$ cat src/rtl/msg_router_pkg.sv
// ---------------------------------------------------------------------------
// msg_router_pkg
// Shared types, constants and helpers for the message-router arbiter.
//   arb_state_t : arbiter FSM states (IDLE, SEND)
//   ADDR_W_MAX / TAG_W_MAX / MSG_W_MAX : widest address and tag fields the
//                 message builder handles; the top truncates the result to
//                 its own DATA_SIZE+PROC_BITS width.
//   build_msg() : assembles {addr, tag} with the tag in the low tag_bits.
// ---------------------------------------------------------------------------
package msg_router_pkg;

  typedef enum logic [0:0] {
    IDLE = 1'b0,
    SEND = 1'b1
  } arb_state_t;

  localparam int unsigned ADDR_W_MAX = 64;
  localparam int unsigned TAG_W_MAX  = 16;
  localparam int unsigned MSG_W_MAX  = ADDR_W_MAX + TAG_W_MAX;

  // Tag occupies bits [tag_bits-1:0]; address sits directly above it.
  // Any tag bits above tag_bits are masked off so they cannot leak into
  // the address field.
  function automatic logic [MSG_W_MAX-1:0] build_msg(
    input logic [ADDR_W_MAX-1:0] addr,
    input logic [TAG_W_MAX-1:0]  tag,
    input int                    tag_bits
  );
    logic [MSG_W_MAX-1:0] tag_keep;
    tag_keep  = ~({MSG_W_MAX{1'b1}} << tag_bits);
    build_msg = ({{TAG_W_MAX{1'b0}}, addr} << tag_bits) |
                ({{ADDR_W_MAX{1'b0}}, tag} & tag_keep);
  endfunction

endpackage

$ cat src/rtl/msg_router_arbiter_rr_priority_pick.sv
// ---------------------------------------------------------------------------
// rr_priority_pick
// Combinational round-robin picker. Scans eligible starting at rr_ptr and
// wrapping modulo NUM_REQ; the first set bit wins.
//   eligible  : per-requester eligibility vector
//   rr_ptr    : index with highest priority this cycle
//   winner    : selected index (0 when nothing is eligible)
//   any_valid : at least one requester is eligible
// ---------------------------------------------------------------------------
module rr_priority_pick #(
  parameter int NUM_REQ = 4,
  parameter int IDX_W   = 2
) (
  input  logic [NUM_REQ-1:0] eligible,
  input  logic [IDX_W-1:0]   rr_ptr,
  output logic [IDX_W-1:0]   winner,
  output logic               any_valid
);

  localparam int SUM_W = IDX_W + 1;

  logic [SUM_W-1:0] sum;
  logic [IDX_W-1:0] cand;

  // Walk the offsets from the far end back to rr_ptr so the last hit
  // recorded is the one closest to rr_ptr, i.e. the highest priority.
  always_comb begin
    winner    = '0;
    any_valid = 1'b0;
    sum       = '0;
    cand      = '0;
    for (int k = NUM_REQ - 1; k >= 0; k--) begin
      sum = SUM_W'(rr_ptr) + SUM_W'(k);
      if (sum >= SUM_W'(NUM_REQ)) begin
        sum = sum - SUM_W'(NUM_REQ);
      end
      cand = sum[IDX_W-1:0];
      if (eligible[cand]) begin
        winner    = cand;
        any_valid = 1'b1;
      end
    end
  end

endmodule

$ cat src/rtl/msg_router_arbiter.sv
// ---------------------------------------------------------------------------
// msg_router_arbiter
// Shares one message-network injection port among NUM_REQ requesters with
// round-robin arbitration, holds the tagged message {addr, tag} until the
// network takes it, and routes tagged responses back to their owner.
//
// Ports:
//   clk_in, rst_in   : clock, synchronous active-high reset
//   req_valid_in     : per-requester request valid
//   req_addr_in      : per-requester request address
//   req_ready_out    : one-hot accept pulse to the granted requester
//   msg_valid_out    : outgoing message valid
//   msg_out          : {addr, tag}, tag in [PROC_BITS-1:0]
//   msg_ready_in     : network accepts msg_out this cycle
//   resp_valid_in    : tagged response valid (single cycle)
//   resp_in          : {data, tag}
//   resp_valid_out   : registered one-hot response strobe
//   resp_data_out    : registered response payload
//   pending_out      : outstanding-transaction bit per requester
//   grant_count_out  : accepted-message counter (MSG_ROUTER_ARB_PERF_EN only)
//   drop_err_out     : sticky flag for dropped (unmatched) responses
//
// Build option: define MSG_ROUTER_ARB_PERF_EN to add grant_count_out, a
// saturating 32-bit count of messages accepted by the network.
// ---------------------------------------------------------------------------
module msg_router_arbiter
  import msg_router_pkg::*;
#(
  parameter int NUM_REQ   = 4,
  parameter int PROC_BITS = 4,
  parameter int DATA_SIZE = 32
) (
  input  logic                                clk_in,
  input  logic                                rst_in,
  input  logic [NUM_REQ-1:0]                  req_valid_in,
  input  logic [NUM_REQ-1:0][DATA_SIZE-1:0]   req_addr_in,
  output logic [NUM_REQ-1:0]                  req_ready_out,
  output logic                                msg_valid_out,
  output logic [DATA_SIZE+PROC_BITS-1:0]      msg_out,
  input  logic                                msg_ready_in,
  input  logic                                resp_valid_in,
  input  logic [DATA_SIZE+PROC_BITS-1:0]      resp_in,
  output logic [NUM_REQ-1:0]                  resp_valid_out,
  output logic [DATA_SIZE-1:0]                resp_data_out,
  output logic [NUM_REQ-1:0]                  pending_out,
`ifdef MSG_ROUTER_ARB_PERF_EN
  output logic [31:0]                         grant_count_out,
`endif
  output logic                                drop_err_out
);

  localparam int MSG_W = DATA_SIZE + PROC_BITS;
  localparam int IDX_W = (NUM_REQ > 1) ? $clog2(NUM_REQ) : 1;

  generate
    if (NUM_REQ > (1 << PROC_BITS) || PROC_BITS > int'(TAG_W_MAX) ||
        DATA_SIZE > int'(ADDR_W_MAX)) begin : g_bad_cfg
      $error("msg_router_arbiter: NUM_REQ must fit in PROC_BITS tag bits");
    end
  endgenerate

  arb_state_t             state_reg;
  logic [IDX_W-1:0]       rr_ptr_reg;
  logic [NUM_REQ-1:0]     pending_reg;
  logic                   msg_valid_reg;
  logic [MSG_W-1:0]       msg_reg;
  logic [NUM_REQ-1:0]     resp_valid_reg;
  logic [DATA_SIZE-1:0]   resp_data_reg;
  logic                   drop_err_reg;

  logic [NUM_REQ-1:0]     eligible;
  logic [NUM_REQ-1:0]     grant_onehot;
  logic [NUM_REQ-1:0]     resp_hit;
  logic [IDX_W-1:0]       winner;
  logic                   any_eligible;
  logic                   grant_fire;
  logic [IDX_W-1:0]       rr_ptr_next;
  logic [PROC_BITS-1:0]   resp_tag;
  logic [DATA_SIZE-1:0]   resp_payload;
  logic                   resp_any_hit;

  assign resp_tag     = resp_in[PROC_BITS-1:0];
  assign resp_payload = resp_in[MSG_W-1:PROC_BITS];

  rr_priority_pick #(
    .NUM_REQ (NUM_REQ),
    .IDX_W   (IDX_W)
  ) u_pick (
    .eligible  (eligible),
    .rr_ptr    (rr_ptr_reg),
    .winner    (winner),
    .any_valid (any_eligible)
  );

  // A new grant is possible whenever the output slot is free: either idle,
  // or the held message is leaving this cycle.
  assign grant_fire  = any_eligible && !rst_in &&
                       ((state_reg == IDLE) || msg_ready_in);
  assign rr_ptr_next = (winner == IDX_W'(NUM_REQ - 1)) ? '0 : winner + 1'b1;

  // Per-requester decode. Comparing the tag against each index avoids
  // indexing pending with an out-of-range tag.
  genvar gi;
  generate
    for (gi = 0; gi < NUM_REQ; gi++) begin : g_req
      assign eligible[gi]     = req_valid_in[gi] & ~pending_reg[gi];
      assign grant_onehot[gi] = grant_fire && (winner == IDX_W'(gi));
      assign resp_hit[gi]     = resp_valid_in && (resp_tag == PROC_BITS'(gi)) &&
                                pending_reg[gi];
    end
  endgenerate

  assign resp_any_hit = |resp_hit;

  always_ff @(posedge clk_in) begin
    if (rst_in) begin
      state_reg      <= IDLE;
      rr_ptr_reg     <= '0;
      pending_reg    <= '0;
      msg_valid_reg  <= 1'b0;
      msg_reg        <= '0;
      resp_valid_reg <= '0;
      resp_data_reg  <= '0;
      drop_err_reg   <= 1'b0;
    end else begin
      // A grant needs pending=0 and a clear needs pending=1, so the two can
      // never target the same bit in one cycle.
      pending_reg <= (pending_reg | grant_onehot) & ~resp_hit;

      if (grant_fire) begin
        msg_reg    <= MSG_W'(build_msg(ADDR_W_MAX'(req_addr_in[winner]),
                                       TAG_W_MAX'(winner), PROC_BITS));
        rr_ptr_reg <= rr_ptr_next;
      end

      case (state_reg)
        IDLE: begin
          if (grant_fire) begin
            state_reg     <= SEND;
            msg_valid_reg <= 1'b1;
          end
        end
        SEND: begin
          if (msg_ready_in && !grant_fire) begin
            state_reg     <= IDLE;
            msg_valid_reg <= 1'b0;
          end
        end
        default: begin
          state_reg     <= IDLE;
          msg_valid_reg <= 1'b0;
        end
      endcase

      resp_valid_reg <= resp_hit;
      if (resp_any_hit) begin
        resp_data_reg <= resp_payload;
      end
      if (resp_valid_in && !resp_any_hit) begin
        drop_err_reg <= 1'b1;
      end
    end
  end

`ifdef MSG_ROUTER_ARB_PERF_EN
  logic [31:0] grant_count_reg;

  always_ff @(posedge clk_in) begin
    if (rst_in) begin
      grant_count_reg <= '0;
    end else if (msg_valid_reg && msg_ready_in && (grant_count_reg != '1)) begin
      grant_count_reg <= grant_count_reg + 32'd1;
    end
  end

  assign grant_count_out = grant_count_reg;
`endif

  assign req_ready_out  = grant_onehot;
  assign msg_valid_out  = msg_valid_reg;
  assign msg_out        = msg_reg;
  assign resp_valid_out = resp_valid_reg;
  assign resp_data_out  = resp_data_reg;
  assign pending_out    = pending_reg;
  assign drop_err_out   = drop_err_reg;

endmodule

$ cat config.mk
export PLATFORM = sky130hd
export DESIGN_NAME = msg_router_arbiter
export DESIGN_NICKNAME = d
export VERILOG_FILES = /design/src/rtl/msg_router_pkg.sv /design/src/rtl/msg_router_arbiter_rr_priority_pick.sv /design/src/rtl/msg_router_arbiter.sv
export SDC_FILE = /design/constraint.sdc
export NUM_CORES = 1
export LEC_CHECK = 0
export ABC_AREA = 1
export BUFFER_PORTS_ARGS = -buffer_cell sky130_fd_sc_hd__clkbuf_2
export CAP_MARGIN = 30
export CORE_UTILIZATION = 40
export DETAILED_ROUTE_END_ITERATION = 10
export HOLD_SLACK_MARGIN = 0.15
export PLACE_DENSITY = 0.89
export SLEW_MARGIN = 30
export SYNTH_ARGS = -nofsm -noshare
export SYNTH_HDL_FRONTEND = slang
export SYNTH_SLANG_ARGS = --single-unit
export TNS_END_PERCENT = 20
$ cat constraint.sdc
create_clock -name clk_in -period 1.8 [get_ports clk_in]
set_input_delay 0.18 -clock clk_in [delete_from_list [all_inputs] [get_ports clk_in]]
set_output_delay 0.18 -clock clk_in [all_outputs]
set_load 0.02 [all_outputs]
==> metrics.txt <==
non-filler cells, final 1,132; syn avg cell area 6.43 µm²; critical path data arrival time about 2.0 ns; global-route wire length before repair 26,600 µm; status finished, violations left; Initial Util 41.2%; Worst Setup End Kind primary output; worst reg2reg setup slack -0.27 ns; total wire length 19,400 µm; Nets 1,162; Cell variety after synth 30; Die X 105 µm; initial antenna violation count 2; Crit Path Max Fanout 6; Pwr per Cell Area 1520 nW/µm²; GRT overflow 0; PnR worst setup slack -0.346 ns; Worst VDD drop 1.15 mV; synthesized area 4260 µm²; Detailed Route Iter0 Violations 613; failing checks negative setup slack; Layout Area Growth over Synthesis 70.8%; Core ar. around 10,000 µm²; Synthesis Warnings 0; Antenna Nets Post-Route 0; CP startpoint rr_ptr_reg[0]; PortBufs 251; Startpoint Class register; depth of the most critical reg-to-reg path 18; minimum clock period roughly 2.1 ns; Hold WC Path Type input pin to register; unrepaired setup endpoints after global routing true; post-synthesis register bit count 79; worst-path cell chain buf_6, nand3_2, nand2_2, nand2_2, nand2_2, inv_2, nand2_4, nand2_4, nand2_4, nand2_8, inv_4, nand2_2, nor2_4, buf_8; Clock transition at path regs approximately 0.090 ns; FF-to-FF End msg_out[26]; Cells after DPL 1,026; Die H ~110 µm; row count 37; final instance area 7270 µm²; most frequent cells in the layout clkbuf_2, nand3_1, nand2_1; die area 11,100 µm²; I/O pins 254; setup tns final -8.73 ns; total power 11.1 mW; worst hold slack 0.168 ns; RePlAce Congestion 0.833; crit path kind register to primary output; Post-DP Area roughly 5800 µm²; DR vias/cell 5.42; vias in the first global route approximately 5,800; max FFs per register 34; most numerous cell on the critical path nand2_2; final setup skew 0.00714 ns; HPWL after DPL 10,200 µm; Critical Path Sink req_ready_out[2]; fin. max-slew vios 0; wire length per cell 17.2 µm; Crit Reg-Reg Startpoint rr_ptr_reg[0]; Synth Instances 662; Worst-Skew Late Latency 0.36 ns; clk sinks 79; htree depth 3; clk root buf clkbuf_8; max cap viols 0; WP data required approximately 1.6 ns; Clock Path Buffers 2; Final Cycle Share 119%; largest net degree at the start of global routing slightly above 70; CP max stage delay 0.41 ns; Leak between 3 and 4 nW; Final setup violation count 57; CTS tree built; GRT Total Usage 30.5%; Hold Vio Cnt, Final 0; sequential area share after synthesis between 30% and 40%; share of cells above drive strength 1 between 30% and 40%; Num CTS Buffers 9; Pre-antenna DRT Iters 7; DRC 0; most common cell after layout, fill and taps aside clkbuf_2; vias after detailed routing ~6,100; Crit-path slowest cell dfxtp_4; Fmax 0.466 GHz
-- cell usage after synthesis, drive strengths merged --
cell type | count | area share (%)
nor3 | 2 | 0.24
a211oi | 1 | 0.18
conb | 1 | 0.088
nand2 | 144 | 13
ha | 1 | 0.29
o211ai | 1 | 0.18
xnor2 | 1 | 0.21
a21oi | 6 | 0.71
dfxtp | 79 | 37
nor2 | 78 | 7.0
o21ai | 38 | 4.6
buf | 37 | 5.9
inv | 55 | 4.9
clkinv | 1 | 0.088
clkbuf | 14 | 1.2
xor2 | 1 | 0.21
a31oi | 1 | 0.15
nor4 | 2 | 0.29
nand3 | 198 | 23
or2 | 1 | 0.15
-- layout make-up --
| class | count | area (µm²) |
|---|---|---|
| flip-flops and latches | 79 | 1590 |
| repair buffers | 366 | 2670 |
| multi-input cells | 477 | 2430 |
| inverters | 56 | 218 |
| clock buffers | 10 | 138 |
| clock inverters | 6 | 51.3 |
| fillers | 744 | 3060 |
| well taps | 136 | 170 |
| diodes | 2 | 5.00 |
-- per-layer routing --
metal	wire length [µm]	vias up	global-route usage [%]
met1	6740	2753	33.2
met5	0	-	0
li1	-	2802	-
met2	9600	488	55.6
met3	2190	90	5.99
met4	906	0	16.1
-- kinds of logic after synthesis --
kind of cell             after synthesis  synth area share (%)
other                                  1                0.0881
XOR/XNOR                               2                 0.412
AND/OR/NAND/NOR                      425                  44.2
adder cells (fa/ha/maj)                1                 0.294
flip-flops                            79                  37.2
buffers and inverters                107                  12.1
AO/OA/AOI/OAI                         47                  5.76
-- metrics by stage --
step	util [%]	worst slack, ns
floorplan	-	-0.00508
global placement	55.9	-0.0621
detailed placement	55.9	-0.156
CTS	65.9	-0.307
global route	70.4	-0.419
finish	70.4	-0.346
-- report_power, final --
part | leakage, nW | switching [mW] | internal (mW)
logic | 3.19 | 4.25 | 3.10
registers | 0.651 | 0.254 | 2.16
clock network | 0.0935 | 0.734 | 0.556
-- worst max-delay path: cells and delay by family (launching register included) --
| family | cells | cell delay, ns |
|---|---|---|
| buffers and inverters | 4 | 0.36 |
| DFF | 1 | 0.41 |
| and+or+nand+nor | 10 | 0.82 |
-- worst min path at each step --
| stage | startpoint | endpoint | cells past startpoint |
|---|---|---|---|
| 2_1_floorplan | resp_in[18] | resp_data_out[14] | 2 |
| 3_3_place_gp | resp_in[22] | resp_data_out[18] | 3 |
| 3_5_place_dp | resp_in[22] | resp_data_out[18] | 3 |
| 4_1_cts | req_addr_in[43] | msg_out[15] | 5 |
| 5_1_grt | req_addr_in[98] | msg_out[6] | 5 |
| 6_report | req_addr_in[98] | msg_out[6] | 5 |
-- timing repair --
item,CTS,global route
hold endpoints to repair,58,0
endpoints found under the setup margin,40,74
hold buffers,67,0
buffers inserted,8,6
gates cloned,1,9
resized for setup,23,58
pin swaps,13,44
No activity file was read; power rests on OpenSTA's default activity.
